`src/rtl/ps2_keyboard_rx.sv`:
```
// PS/2 keyboard receiver: synchroniser, glitch filter, frame FSM, FWFT FIFO.
// Define PS2_KEY_EVENT_EN to fold E0/F0 prefixes into per-entry ext/release flags.
module ps2_keyboard_rx #(
    parameter int C_filter         = 8,
    parameter int C_timeout_cycles = 5000,
    parameter int C_fifo_abits     = 2
) (
    input  logic       clk,
    input  logic       reset,
    input  logic       ps2clk,
    input  logic       ps2data,
    output logic [7:0] out_data,
    output logic       out_ext,
    output logic       out_release,
    output logic       out_valid,
    input  logic       out_ready,
    output logic       err_parity,
    output logic       err_frame,
    output logic       overflow
);

    localparam int DEPTH = 1 << C_fifo_abits;
    localparam int TW    = $clog2(C_timeout_cycles + 1);
    localparam int CW    = C_fifo_abits + 1;

    localparam logic [3:0]    FLT_LAST = 4'(C_filter - 1);
    localparam logic [TW-1:0] TMO_LAST = TW'(C_timeout_cycles - 1);
    localparam logic [CW-1:0] FULL_CNT = CW'(DEPTH);

`ifdef PS2_KEY_EVENT_EN
    localparam int EW = 10;
`else
    localparam int EW = 8;
`endif

    typedef enum logic [1:0] {
        S_IDLE,
        S_DATA,
        S_PARITY,
        S_STOP
    } state_t;

    // ------------------------------------------------------------
    // Input conditioning
    // ------------------------------------------------------------
    logic [1:0] clk_sync_q;
    logic [1:0] dat_sync_q;
    logic       filt_clk_q, filt_clk_d;
    logic       filt_dat_q, filt_dat_d;
    logic [3:0] fcnt_clk_q, fcnt_clk_d;
    logic [3:0] fcnt_dat_q, fcnt_dat_d;
    logic       fall_q, fall_d;

    // Two-flop synchronisers; lines idle high so reset to 1
    always_ff @(posedge clk) begin
        if (reset) begin
            clk_sync_q <= 2'b11;
            dat_sync_q <= 2'b11;
        end else begin
            clk_sync_q <= {clk_sync_q[0], ps2clk};
            dat_sync_q <= {dat_sync_q[0], ps2data};
        end
    end

    // Saturating filters: flip only after C_filter differing samples in a row
    always_comb begin
        filt_clk_d = filt_clk_q;
        fcnt_clk_d = '0;
        if (clk_sync_q[1] != filt_clk_q) begin
            if (fcnt_clk_q == FLT_LAST) begin
                filt_clk_d = ~filt_clk_q;
            end else begin
                fcnt_clk_d = fcnt_clk_q + 4'd1;
            end
        end
        filt_dat_d = filt_dat_q;
        fcnt_dat_d = '0;
        if (dat_sync_q[1] != filt_dat_q) begin
            if (fcnt_dat_q == FLT_LAST) begin
                filt_dat_d = ~filt_dat_q;
            end else begin
                fcnt_dat_d = fcnt_dat_q + 4'd1;
            end
        end
        fall_d = filt_clk_q & ~filt_clk_d;
    end

    // Filter state and the registered falling-edge strobe
    always_ff @(posedge clk) begin
        if (reset) begin
            filt_clk_q <= 1'b1;
            filt_dat_q <= 1'b1;
            fcnt_clk_q <= '0;
            fcnt_dat_q <= '0;
            fall_q     <= 1'b0;
        end else begin
            filt_clk_q <= filt_clk_d;
            filt_dat_q <= filt_dat_d;
            fcnt_clk_q <= fcnt_clk_d;
            fcnt_dat_q <= fcnt_dat_d;
            fall_q     <= fall_d;
        end
    end

    // ------------------------------------------------------------
    // Frame FSM
    // ------------------------------------------------------------
    state_t        state_q, state_d;
    logic [7:0]    shift_q, shift_d;
    logic [2:0]    bitcnt_q, bitcnt_d;
    logic          par_q, par_d;
    logic [TW-1:0] tmo_q, tmo_d;
    logic          tmo_hit;
    logic          good_s;
    logic          perr_d, perr_q;
    logic          ferr_d, ferr_q;

    assign tmo_hit = (state_q != S_IDLE) && !fall_q && (tmo_q == TMO_LAST);

    // State register
    always_ff @(posedge clk) begin
        if (reset) begin
            state_q <= S_IDLE;
        end else begin
            state_q <= state_d;
        end
    end

    // Next-state logic; every transition happens in a fall cycle or on timeout
    always_comb begin
        state_d = state_q;
        unique case (state_q)
            S_IDLE: begin
                if (fall_q && !filt_dat_q) begin
                    state_d = S_DATA;
                end
            end
            S_DATA: begin
                if (tmo_hit) begin
                    state_d = S_IDLE;
                end else if (fall_q && bitcnt_q == 3'd7) begin
                    state_d = S_PARITY;
                end
            end
            S_PARITY: begin
                if (tmo_hit) begin
                    state_d = S_IDLE;
                end else if (fall_q) begin
                    state_d = S_STOP;
                end
            end
            S_STOP: begin
                if (tmo_hit || fall_q) begin
                    state_d = S_IDLE;
                end
            end
        endcase
    end

    // Output and datapath decode for the current state
    always_comb begin
        shift_d  = shift_q;
        bitcnt_d = bitcnt_q;
        par_d    = par_q;
        good_s   = 1'b0;
        perr_d   = 1'b0;
        ferr_d   = tmo_hit;
        if (state_q == S_IDLE || fall_q || tmo_hit) begin
            tmo_d = '0;
        end else begin
            tmo_d = tmo_q + 1'b1;
        end
        unique case (state_q)
            S_IDLE: begin
                if (fall_q) begin
                    bitcnt_d = '0;
                    ferr_d   = filt_dat_q;
                end
            end
            S_DATA: begin
                if (fall_q) begin
                    shift_d  = {filt_dat_q, shift_q[7:1]};
                    bitcnt_d = bitcnt_q + 3'd1;
                end
            end
            S_PARITY: begin
                if (fall_q) begin
                    par_d = filt_dat_q;
                end
            end
            S_STOP: begin
                if (fall_q) begin
                    if (!filt_dat_q) begin
                        ferr_d = 1'b1;
                    end else if (^{shift_q, par_q}) begin
                        good_s = 1'b1;
                    end else begin
                        perr_d = 1'b1;
                    end
                end
            end
        endcase
    end

    // Frame datapath registers and error pulses
    always_ff @(posedge clk) begin
        if (reset) begin
            shift_q  <= '0;
            bitcnt_q <= '0;
            par_q    <= 1'b0;
            tmo_q    <= '0;
            perr_q   <= 1'b0;
            ferr_q   <= 1'b0;
        end else begin
            shift_q  <= shift_d;
            bitcnt_q <= bitcnt_d;
            par_q    <= par_d;
            tmo_q    <= tmo_d;
            perr_q   <= perr_d;
            ferr_q   <= ferr_d;
        end
    end

    // ------------------------------------------------------------
    // Push request, optionally with prefix tracking
    // ------------------------------------------------------------
    logic          push_q, push_d;
    logic [EW-1:0] pdata_q, pdata_d;

`ifdef PS2_KEY_EVENT_EN
    logic ext_q, ext_d;
    logic rel_q, rel_d;

    // E0/F0 only arm flags; any other good byte carries and clears them
    always_comb begin
        ext_d   = ext_q;
        rel_d   = rel_q;
        push_d  = 1'b0;
        pdata_d = pdata_q;
        if (perr_d || ferr_d) begin
            ext_d = 1'b0;
            rel_d = 1'b0;
        end else if (good_s) begin
            if (shift_q == 8'hE0) begin
                ext_d = 1'b1;
            end else if (shift_q == 8'hF0) begin
                rel_d = 1'b1;
            end else begin
                push_d  = 1'b1;
                pdata_d = {ext_q, rel_q, shift_q};
                ext_d   = 1'b0;
                rel_d   = 1'b0;
            end
        end
    end

    // Prefix flags
    always_ff @(posedge clk) begin
        if (reset) begin
            ext_q <= 1'b0;
            rel_q <= 1'b0;
        end else begin
            ext_q <= ext_d;
            rel_q <= rel_d;
        end
    end
`else
    // Every good byte is pushed raw
    always_comb begin
        push_d  = good_s;
        pdata_d = good_s ? shift_q : pdata_q;
    end
`endif

    // Push request lands one cycle after the stop fall
    always_ff @(posedge clk) begin
        if (reset) begin
            push_q  <= 1'b0;
            pdata_q <= '0;
        end else begin
            push_q  <= push_d;
            pdata_q <= pdata_d;
        end
    end

    // ------------------------------------------------------------
    // First-word-fall-through FIFO
    // ------------------------------------------------------------
    logic [EW-1:0]           mem_q [DEPTH];
    logic [C_fifo_abits-1:0] wptr_q, wptr_d;
    logic [C_fifo_abits-1:0] rptr_q, rptr_d;
    logic [CW-1:0]           cnt_q, cnt_d;
    logic                    full;
    logic                    pop;
    logic                    do_push;
    logic                    ovf_d, ovf_q;
    logic [EW-1:0]           head;

    assign full    = (cnt_q == FULL_CNT);
    assign pop     = out_valid & out_ready;
    assign do_push = push_q & (~full | pop);
    assign ovf_d   = push_q & full & ~pop;

    // Pointer and occupancy update; a simultaneous pop frees the full slot
    always_comb begin
        wptr_d = do_push ? wptr_q + 1'b1 : wptr_q;
        rptr_d = pop ? rptr_q + 1'b1 : rptr_q;
        unique case ({do_push, pop})
            2'b10:   cnt_d = cnt_q + 1'b1;
            2'b01:   cnt_d = cnt_q - 1'b1;
            default: cnt_d = cnt_q;
        endcase
    end

    // FIFO control registers and overflow pulse
    always_ff @(posedge clk) begin
        if (reset) begin
            wptr_q <= '0;
            rptr_q <= '0;
            cnt_q  <= '0;
            ovf_q  <= 1'b0;
        end else begin
            wptr_q <= wptr_d;
            rptr_q <= rptr_d;
            cnt_q  <= cnt_d;
            ovf_q  <= ovf_d;
        end
    end

    // Storage; contents are never seen while empty so no reset needed
    always_ff @(posedge clk) begin
        if (do_push) begin
            mem_q[wptr_q] <= pdata_q;
        end
    end

    assign head      = mem_q[rptr_q];
    assign out_valid = (cnt_q != '0);
    assign out_data  = out_valid ? head[7:0] : 8'h00;

`ifdef PS2_KEY_EVENT_EN
    assign out_ext     = out_valid & head[9];
    assign out_release = out_valid & head[8];
`else
    assign out_ext     = 1'b0;
    assign out_release = 1'b0;
`endif

    assign err_parity = perr_q;
    assign err_frame  = ferr_q;
    assign overflow   = ovf_q;

endmodule
```
`config.mk`:
```
export PLATFORM = sky130hd
export DESIGN_NAME = ps2_keyboard_rx
export DESIGN_NICKNAME = d
export VERILOG_FILES = /design/src/rtl/ps2_keyboard_rx.sv
export SDC_FILE = /design/constraint.sdc
export NUM_CORES = 1
export LEC_CHECK = 0
export CAP_MARGIN = 20
export CELL_PAD_IN_SITES_DETAIL_PLACEMENT = 1
export CELL_PAD_IN_SITES_GLOBAL_PLACEMENT = 1
export CORE_ASPECT_RATIO = 1.5
export CORE_UTILIZATION = 40
export CTS_CLUSTER_DIAMETER = 200
export DETAILED_ROUTE_END_ITERATION = 8
export PLACE_DENSITY = 0.67
export SETUP_SLACK_MARGIN = 0.3
export SYNTH_ARGS = -nofsm -noshare
export SYNTH_HDL_FRONTEND = slang
export SYNTH_SLANG_ARGS = --single-unit
export TNS_END_PERCENT = 50
```
`constraint.sdc`:
```
create_clock -name clk -period 9.8 [get_ports clk]
set_input_delay 2.94 -clock clk [delete_from_list [all_inputs] [get_ports clk]]
set_output_delay 2.94 -clock clk [all_outputs]
set_load 0.01 [all_outputs]
```
**Word level (Yosys, flattened, before mapping)**

Memories as Yosys holds them, arrays and structs flattened. A register that Yosys moved wholly into a read port is not among the register bits.
Cells that the tools add are included.

- Flip-flop bits (word level): 61
- Bits in latches: 0
- Memory bits (writable): 32
- Memory bits (read-only): 0
- Input port bits: 5
- Output and inout bits: 14
- Memories kept: 1

- $add $sub $neg: 8
- Multiply operators: 0
- Divide/modulo/power cells: 0
- Order comparisons: 0
- Eq/ne operators: 18
- Shift operators: 0
- Muxes and demuxes: 27
- Bitwise gates (word level): 15
- Reduce and logical (&&, ||, !) cells: 24

Memory list:

| memory | words | width | rd ports | clocked after Yosys merged registers in | wr ports | line | source |
|---|---|---|---|---|---|---|---|
| mem_q | 4 | 8 | 1 | 1 | 1 | 289 | `logic [EW-1:0] mem_q [DEPTH];` |

Operators with widths:

| cell | count |
|---|---|
| $mux 2 | 8 |
| $add 13x1->13 const B | 1 |
| $eq 13x13->1 const B | 1 |
| $mux 1 | 12 |
| $pmux 3 s2 | 2 |
| $not 1->1 | 9 |
| $reduce_xor 9->1 | 1 |
| $add 4x1->4 const B | 2 |
| $eq 4x3->1 const B | 2 |
| $mux 8 | 1 |
| $ne 2x2->1 const B | 4 |
| $pmux 2 s4 | 1 |
| $add 3x1->3 const B | 2 |
| $eq 2x2->1 const B | 3 |
| $eq 3x3->1 const B | 2 |
| $mux 3 | 2 |
| $ne 3x3->1 const B | 2 |
| $reduce_and 2->1 | 3 |
| $reduce_bool 2->1 | 3 |
| $reduce_or 3->1 | 2 |
| $and 1x1->1 | 5 |
| $add 2x1->2 const B | 2 |
| $eq 2x1->1 const B | 2 |
| $logic_and 1x1->1 | 4 |
| other kinds (12) | 16 |

**Depth between registers and ports, before layout**

Gate-level depths: netlist of run 1.

- Depth after elaboration: 6
- Depth in mapped cells: 9

**Worst setup path after synthesis of run 1**

Ideal clock, no wire load.

- Kind: input to register
- Start: input port out_ready
- End: register cnt_q[2]
- Data arrival time: 5.093 ns
- Required time: 9.730 ns
- Slack: 4.636 ns
- Stages on the path: 9
- Buffers on the path: 0
- Cell sequence: or4b_2 -> and2_1 -> inv_1 -> ha_1 -> inv_1 -> fa_1 -> xor2_1 -> or3_1 -> a21oi_1

- Cells in the longest elaborated chain, start to end: 5

Ends and longest elaborated chain:

| item | line | source |
|---|---|---|
| start: declaration | 16 | `input logic out_ready,` |
| $and 1x1->1 * | 300 | `assign pop = out_valid & out_ready;` |
| $or 1x1->1 | 301 | `assign do_push = push_q & (~full \| pop);` |
| $and 1x1->1 | 301 |  |
| $eq 2x1->1 / $eq 2x2->1 (equally long branches) | 308 | `unique case ({do_push, pop})` |
| $pmux 3 s2 / $reduce_bool 2->1 (equally long branches) | n/a |  |
| end signal: assignment | 325 | `cnt_q <= cnt_d;` |
| end: declaration | 292 | `logic [CW-1:0] cnt_q, cnt_d;` |

Every way passes the cells marked *; elsewhere a longest branch is shown, timed or not.
A chain may end at the register's enable or synchronous reset.

**Final worst setup path of run 1**

Same ends and word-level chain as after synthesis.

==> metrics.md, run 1 <==
| Metric | Value |
|---|---|
| DR vias/cell | 5.022 |
| Max Clock Freq | 184.0 MHz |
| Hpwl dp | 4.964 mm |
| Final Skew | 0.004163 ns |
| # rows | 44 |
| Tightest Pin Transition | 0.5681 ns |
| GR Overflow Total | 0 |
| Worst hold path type | flop to flop |
| Crit path setup slack, layout | 4.366 ns |
| Number of diodes | 0 |
| Critical Path RT | 10.07 ns |
| CTS buffer count | 9 |
| # DRC | 0 |
| CTS H-tree lvls | 3 |
| Synth cell types | 41 |
| Gr busiest metal | met2 |
| Crit path time final | 5.434 ns |
| Worst path top cell family by delay | simple AND/OR/NAND/NOR gates |
| Fin. Hold Viols | 0 |
| Crit share post-route | 55.45% |
| Pre-Repair DR Iteration Count | 4 |
| Share of synthesized area occupied by flip-flops and latches | 56.35% |
| CTS tree | yes |
| Met1 usage | 14.45% |
| Largest net degree at the start of global routing | 44 |
| Max FO, Critical Path | 6 |
| Max Root-Sink Buffers | 2 |
| Critical path's most frequent cell | inv_1 |
| PostCTS Resize Cnt | 0 |
| Synth Cell Area | 0.003944 mm2 |
| Hold Buf Count CTS | 0 |
| Top_reg_cell synth | dfxtp_1 |
| Area growth syn-to-layout | 13.45% |
| RSZ-0062 raised after global routing | false |
| Peak VDD IR | 0.0001177 V |
| Die Ht | 123.6 um |
| Port bufs | 16 |
| Setup_tns | 0 ns |
| Synth Register Bits | 95 |
| Filler cells | 1066 |
| Relative slew slack | 62.02% |
| Clock sinks | 95 |
| Overall Global Routing Usage | 14.97% |
| EDFF count, synth | 32 |
| Asr flop ratio synth | 0% |
| CP max stage delay | 0.70 ns |
| Final setup violating endpoints | 0 |
| Startpoint Class | input pin |
| Final ANT Viol Nets | 0 |
| Syn Area/Cell | 10.80 um2 |
| Width of the die | 83.08 um |
| Slowest-stage cell, CP | or4b_2 |
| Full die area | 0.01027 mm2 |
| MaxCap Viol Count | 0 |
| Critical path class | input pin to flop |
| Synth warnings | 0 |
| First-pass GRT wire length | 11.90 mm |
| Max-slew violation count | 0 |
| Pleak | 1.532 nW |
| Root Buffer | clkbuf_16 |
| Initial Utilization | 40.94% |
| Placement Setup Slack | 4.020 ns |
| Synth Instances | 365 |
| Worst path cell trace | clkdlybuf4s50_1 > or4b_2 > and2_1 > inv_1 > ha_1 > inv_1 > fa_1 > xor2_1 > or3_1 > a21oi_1 |
| WL per Instance | 14.00 um |
| RePlAce Congestion | 0.7126 |
| First DRT Iteration DRCs | 77 |
| DR vias | 2501 |
| Outcome | finished clean |
| Crit end category | flop |
| Routed WL | 6.973 mm |
| PwrDens | 170.0 mW/mm2 |
| Nets@finish | 398 |
| Met3 usage | 4.639% |
| Share of post-route cells with drive strength above 1 | 7.833% |
| Placeable Area | 0.009634 mm2 |
| CP bufs+invs | 3 |
| I/O pin total | 19 |
| Postcts setup bufs | 0 |
| GR met2 Demand/Resource | 29.15% |
| Initial antenna violation count | 0 |
| Number of global-route vias before repair | 2606 |
| Worst Path Arrival | 5.71 ns |
| Worst-path clk slew | 0.06 ns |
| Later-pin clock latency in the skew report | 0.34 ns |
[final cells by class]
class                      instances  area, um2  area share [%]
multi-input combinational        236       1579           35.29
clock buffer                      10      229.0           5.117
timing repair buffer              17      167.7           3.747
clock inverter                     6      61.31           1.370
inverter                          19      71.32           1.594
sequential                        95       2222           49.66
tap                              115      143.9           3.216
[cells in the final DEF, fill, tap and decap left out, types with 14 or more instances in the layout]
master           count
o21ai_0             14
dfxtp_1             63
inv_1               19
ha_1                14
xnor2_1             19
nand2_1             31
a21oi_1             24
clkdlybuf4s50_1     16
edfxtp_1            32
nor2_1              40
[stage by stage]
stage                     hold WS, ns  utilization [%]  std cells  total power (W)  cell area (um2)
after floorplan                0.3895                -        366        0.0004267             3948
after global placement         0.3954            43.43        482        0.0004299             4184
after detailed placement       0.4005            43.43        482        0.0004305             4184
after CTS                      0.4159            46.44        498        0.0007723             4474
after global routing           0.4221            46.44        498        0.0007897             4474
final                          0.4119            46.44        498        0.0007605             4474
[per-layer routing]
layer | part of all wire (%) | up-vias
li1 | - | 1263
met1 | 40 | 1206
met2 | 56 | 22
met3 | 2.4 | 10
met4 | 1.8 | 0
met5 | 0 | -
[final timing paths]
check	slack, ns	end	cells past startpoint	start
worst min register to register	0.41	dat_sync_q[1]$_SDFF_PP1_	1	dat_sync_q[0]$_SDFF_PP1_
worst max-delay path	4.37	cnt_q[2]$_SDFFE_PP0P_	10	out_ready
worst max register to register	6.98	cnt_q[2]$_SDFFE_PP0P_	9	cnt_q[0]$_SDFFE_PP0P_
worst min-delay path	0.41	dat_sync_q[1]$_SDFF_PP1_	1	dat_sync_q[0]$_SDFF_PP1_
[kinds of logic (layout without fill, tap and decap cells)]
group	Yosys count	in the layout	share of synthesized area, %
buf+inv	35	52	3.712
flops	95	95	56.35
simple gates	135	135	16.85
mux	9	9	4.822
compound gates	45	45	6.187
fa+ha+maj	15	15	4.949
xor+xnor	30	30	7.043
other cells	1	2	0.09509
[sequential cells by signal (all words and copies together), names as in the netlist, named ones only]
name / flops
err_frame: 1
state_q: 2
wptr_q: 2
filt_clk_q: 1
clk_sync_q: 2
fcnt_clk_q: 4
mem_q: 32
shift_q: 8
fall_q: 1
par_q: 1
dat_sync_q: 2
bitcnt_q: 3
pdata_q: 8
cnt_q: 3
err_parity: 1
rptr_q: 2
overflow: 1
fcnt_dat_q: 4
filt_dat_q: 1
push_q: 1
tmo_q: 13
[power by group]
| part | internal (W) | total, W | switching [W] | leakage, nW |
|---|---|---|---|---|
| clock | 0.000196 | 0.000339 | 0.000142 | 0.134 |
| sequential | 0.000407 | 0.000408 | 0.00000161 | 0.805 |
| combinational | 0.00000517 | 0.0000133 | 0.00000809 | 0.593 |
| total | 0.000608 | 0.000760 | 0.000152 | 1.53 |
[synth_stat cells, drive strengths merged (8+ instances only)]
library cell	instances	area share (%)
dfxtp	63	32
nor2	40	3.8
edfxtp	32	24
nand2	31	3.0
a21oi	24	3.0
inv	19	1.8
xnor2	19	4.2
ha	14	4.4
o21ai	14	1.8
clkbuf	12	1.1
and2	11	1.7
or3	10	1.6
xor2	10	2.2
and3	9	1.4
mux4	8	4.6
nand3	8	1.0
nor3	8	1.0
(Power assumes the default switching activity.)
==> run 2, diff against run 1 <==
Settings changed: PLACE_DENSITY 0.67 to 0.69.
Clock period 9.8 ns to 4.65 ns, I/O delays scaled along.
==> metrics.md, run 2 (same netlist as run 1, synthesis figures left out) <==
| Metric | Value |
|---|---|
| WL per Instance | 14.48 um |
| Placeable Area | 0.009634 mm2 |
| First DRT Iteration DRCs | 85 |
| DR vias | 2526 |
| Register area | 0.002222 mm2 |
| Psw | 0.0003236 W |
| Sequential Power Share | 52.5% |
| Clk pwr share | 45.8% |
| Gr busiest metal | met2 |
| MaxCap Viol Count | 0 |
| Final ANT Viol Nets | 0 |
| Most common cell after layout, fill and taps aside | dfxtp_1 |
| Routed WL | 7.210 mm |
| Number of diodes | 0 |
| Largest regs | mem_q: 32 flops, tmo_q: 13 flops |
| Max FFs per register | 32 |
| CTS buffer count | 9 |
| Fin. Hold Viols | 0 |
| Area of the multi-input gates | 0.001579 mm2 |
| Nets@finish | 398 |
| # rows | 44 |
| # DRC | 0 |
| GR Overflow Total | 0 |
| Final Skew | 0.004688 ns |
| Crit path time final | 3.879 ns |
| First-pass GRT wire length | 11.97 mm |
| Clock sinks | 95 |
| Max Clock Freq | 257.8 MHz |
| Worst Path Arrival | 4.14 ns |
| Root Buffer | clkbuf_16 |
| Reg2reg setup slack | 1.84 ns |
| Max-slew violation count | 0 |
| Most flops, register | mem_q |
| Critical R2R Launch | cnt_q[0]$_SDFFE_PP0P_ |
| Largest net degree at the start of global routing | 30 |
| PwrDens | 365.0 mW/mm2 |
| WHS | 0.4142 ns |
| Share of post-route cells with drive strength above 1 | 8.094% |
| Filler cells | 1038 |
| Crit path from | out_ready |
| Max FO, Critical Path | 6 |
| Tightest Pin Transition | 0.5899 ns |
| RSZ-0062 raised after global routing | false |
| Crit share post-route | 83.41% |
| Logic pwr share | 1.8% |
| Pre-Repair DR Iteration Count | 4 |
| Most frequent cells in the layout | 63 x dfxtp_1, 40 x nor2_1, 32 x edfxtp_1, 31 x nand2_1, 24 x a21oi_1 |
| Area growth syn-to-layout | 13.96% |
| Setup_tns | 0 ns |
| Hold Buf Count CTS | 0 |
| Initial antenna violation count | 0 |
| I/O pin total | 19 |
| Crit end category | flop |
| GR met2 Demand/Resource | 29.46% |
| Worst-path clk slew | 0.06 ns |
| RePlAce Congestion | 0.7481 |
| PostCTS Resize Cnt | 0 |
| P_int | 0.001317 W |
| Critical path class | input pin to flop |
| Pleak | 1.550 nW |
| Critical Path RT | 4.91 ns |
| CTS H-tree lvls | 3 |
| Final setup violating endpoints | 0 |
| Worst Hold Launch | dat_sync_q[0]$_SDFF_PP1_ |
| Worst hold path type | flop to flop |
| Startpoint Class | input pin |
| Overall Global Routing Usage | 15.20% |
| Peak VDD IR | 0.0001953 V |
| Initial Utilization | 40.94% |
| Outcome | finished clean |
| Full die area | 0.01027 mm2 |
| Port bufs | 16 |
| Relative slew slack | 60.55% |
| Hpwl dp | 5.203 mm |
| Postcts setup bufs | 0 |
| Met3 usage | 3.115% |
| Die Ht | 123.6 um |
| Number of global-route vias before repair | 2583 |
| Sw Share | 19.73% |
| Met1 usage | 14.75% |
| Later-pin clock latency in the skew report | 0.34 ns |
| CTS tree | yes |
| DR vias/cell | 5.072 |
| Width of the die | 83.08 um |
| Max Root-Sink Buffers | 2 |
==> run 2: cell types whose count changed in the layout (fill, tap and decap cells not counted), sizes merged <==
cell / delta
clkbuf: +1
clkinv: +1
clkinvlp: -2
==> run 2: per-stage QoR <==
stage	util (%)	instance area (um2)	instances	worst slack, ns	total power [W]
2_1_floorplan	-	3948	366	1.031	0.0008993
3_3_place_gp	43.43	4184	482	0.5413	0.0009069
6_report	46.65	4494	498	0.7713	0.001640
4_1_cts	46.65	4494	498	0.7720	0.001668
3_5_place_dp	43.43	4184	482	0.4218	0.0009083
5_1_grt	46.65	4494	498	0.6562	0.001693
==> run 2: worst max-delay path, cell delays in order <==
cell             delay (ns)
clkdlybuf4s50_1        0.41
or4b_2                 0.69
and2_1                 0.23
inv_1                  0.09
ha_1                   0.19
inv_1                  0.07
fa_1                   0.44
xor2_1                 0.16
or3_1                  0.32
a21oi_1                0.15
==> run 2: metal layers <==
metal	part of all wire (%)	up-vias
li1	-	1265
met1	40	1221
met2	56	26
met3	1.9	14
met4	2.3	0
met5	0	-
==> run 2: power groups by stage <==
stage | clock, W | sequential [W] | combinational [W]
after floorplan | 0 | 0.000878 | 0.0000212
after global placement | 0 | 0.000879 | 0.0000277
after detailed placement | 0 | 0.000880 | 0.0000287
after CTS | 0.000777 | 0.000861 | 0.0000296
after global routing | 0.000799 | 0.000861 | 0.0000327
final | 0.000750 | 0.000861 | 0.0000288
==> run 2: layout make-up <==
class                      instances  share of cell area [%]
clock inverter                     5                   1.253
sequential                        95                   49.44
clock buffer                      11                   5.651
tap                              115                   3.202
timing repair buffer              17                   3.731
inverter                          19                   1.587
multi-input combinational        236                   35.13
==> run 2: worst paths after layout <==
kind,endpoint,cells past startpoint
hold / removal,dat_sync_q[1]$_SDFF_PP1_,1
setup reg to reg,cnt_q[2]$_SDFFE_PP0P_,9
setup / recovery,cnt_q[2]$_SDFFE_PP0P_,10
hold reg to reg,dat_sync_q[1]$_SDFF_PP1_,1
==> run 3, diff against run 2 <==
Settings changed: PLACE_DENSITY 0.69 to 0.67.
Clock period 4.65 ns to 3.8 ns, I/O delays scaled along.
==> metrics.md, run 3 (same netlist as run 1, synthesis figures left out) <==
| Metric | Value |
|---|---|
| Outcome | finished clean |
| Hold Path End | clk_sync_q[1]$_SDFF_PP1_ |
| Max Root-Sink Buffers | 2 |
| Reg-to-reg endpoint | cnt_q[2]$_SDFFE_PP0P_ |
| Crit share post-route | 87.90% |
| WHS | 0.4102 ns |
| Hpwl dp | 5.088 mm |
| CTS buffer count | 9 |
| Initial Utilization | 40.94% |
| Fin util | 46.58% |
| Nets@finish | 401 |
| Most frequent cells in the layout | 62 x dfxtp_1, 40 x nor2_1, 32 x edfxtp_1, 31 x nand2_1, 23 x a21oi_1 |
| CTS tree | yes |
| MaxCap Viol Count | 0 |
| Tightest Pin Transition | 0.5694 ns |
| GR Overflow Total | 0 |
| Max Clock Freq | 299.4 MHz |
| Die Ht | 123.6 um |
| Port bufs | 16 |
| Pre-Repair DR Iteration Count | 4 |
| Startpoint Class | input pin |
| Relative slew slack | 61.93% |
| Crit end category | flop |
| Critical Path RT | 4.08 ns |
| Clock sinks | 95 |
| Final ANT Viol Nets | 0 |
| WL per Instance | 14.13 um |
| Largest regs | mem_q: 32 flops, tmo_q: 13 flops |
| Area growth syn-to-layout | 13.80% |
| DR vias | 2516 |
| Max FO, Critical Path | 2 |
| RePlAce Congestion | 0.7441 |
| Setup_tns | 0 ns |
| Number of global-route vias before repair | 2585 |
| Overall Global Routing Usage | 14.85% |
| Initial antenna violation count | 0 |
| FF-to-FF path depth | 9 |
| DR vias/cell | 5.022 |
| Placeable Area | 0.009634 mm2 |
| Worst-path clk slew | 0.07 ns |
| Filler cells | 1059 |
| First-pass GRT wire length | 11.88 mm |
| Critical R2R Launch | cnt_q[0]$_SDFFE_PP0P_ |
| Routed WL | 7.079 mm |
| Most common cell after layout, fill and taps aside | dfxtp_1 |
| Crit path time final | 3.340 ns |
| PwrDens | 422.5 mW/mm2 |
| Full die area | 0.01027 mm2 |
| Final setup violating endpoints | 0 |
| Reg2reg setup slack | 1.29 ns |
| # DRC | 0 |
| WHS Path Cells | 1 |
| Max FFs per register | 32 |
| Later-pin clock latency in the skew report | 0.34 ns |
| Largest net degree at the start of global routing | 35 |
| RSZ-0062 raised after global routing | false |
| Worst hold path type | flop to flop |
| Worst Hold Launch | clk_sync_q[0]$_SDFF_PP1_ |
| # rows | 44 |
| Hold Buf Count CTS | 0 |
| Design Power | 0.001896 W |
| Most flops, register | mem_q |
| Root Buffer | clkbuf_16 |
| Max-slew violation count | 0 |
| Worst Path Arrival | 3.62 ns |
| CTS H-tree lvls | 3 |
| I/O pin total | 19 |
| Crit path setup slack, layout | 0.4597 ns |
| Share of post-route cells with drive strength above 1 | 9.845% |
| Critical path class | input pin to flop |
| First DRT Iteration DRCs | 110 |
| Fin. Hold Viols | 0 |
| Number of diodes | 0 |
| Placement Setup Slack | -0.03609 ns |
| Width of the die | 83.08 um |
| Pleak | 1.545 nW |
| Peak VDD IR | 0.0003009 V |
| Final Skew | 0.007235 ns |
==> run 3: changes by cell type in the layout (fill, tap and decap cells not counted), sizes merged <==
cell      before  now
bufinv         1    0
clkinvlp       0    1
buf            1    4
==> run 3: through the flow <==
| stage | instances | instance area (um2) |
|---|---|---|
| after floorplan | 366 | 3948 |
| after global placement | 484 | 4199 |
| after detailed placement | 484 | 4199 |
| after CTS | 500 | 4467 |
| after global routing | 501 | 4488 |
| final | 501 | 4488 |
==> run 3: timing repair <==
action | 4_1_cts | 5_1_grt
setup endpoints to repair | 0 | 6
setup buffers | 0 | 1
hold endpoints to repair | 0 | 0
gates resized for setup | 0 | 5
==> run 3: critical path: stages <==
cell             delay (ns)
clkdlybuf4s50_1        0.42
or4b_4                 0.49
and2_4                 0.17
inv_1                  0.07
ha_2                   0.18
inv_1                  0.06
fa_1                   0.43
xor2_1                 0.16
or3_1                  0.36
a21oi_2                0.13
==> run 3: area by class of cell <==
cell class	instances	area, um2	share of cell area (%)
flip-flops and latches	95	2223	49.54
well taps	115	143.9	3.206
clock inverters	5	35.03	0.7806
inverters	19	71.32	1.589
multi-input cells	236	1592	35.46
clock buffers	11	232.7	5.185
repair buffers	20	190.2	4.238
==> run 3: power by group <==
group           total, W  switching [W]  internal, W
logic          0.0000345      0.0000212    0.0000134
clock network   0.000808       0.000365     0.000443
registers        0.00105     0.00000443      0.00105
==> run 3: worst max path at each step <==
| stage | start | to | slack [ns] | cells past startpoint |
|---|---|---|---|---|
| global placement | out_ready | cnt_q[2]$_SDFFE_PP0P_ | 0.07 | 10 |
| floorplan | out_ready | cnt_q[2]$_SDFFE_PP0P_ | 0.44 | 9 |
| finish | out_ready | cnt_q[2]$_SDFFE_PP0P_ | 0.46 | 10 |
| detailed placement | out_ready | cnt_q[2]$_SDFFE_PP0P_ | -0.04 | 10 |
| CTS | out_ready | cnt_q[2]$_SDFFE_PP0P_ | 0.32 | 10 |
| global route | out_ready | cnt_q[2]$_SDFFE_PP0P_ | 0.31 | 10 |
==> run 3: routing by layer <==
metal  GRT usage (%)  vias to the layer above  share of wire (%)
met2           29.15                       23                 55
met1           14.60                     1211                 40
li1                -                     1271                  -
met4           9.375                        0                2.5
met3           2.054                       11                1.8
met5               0                        -                  0
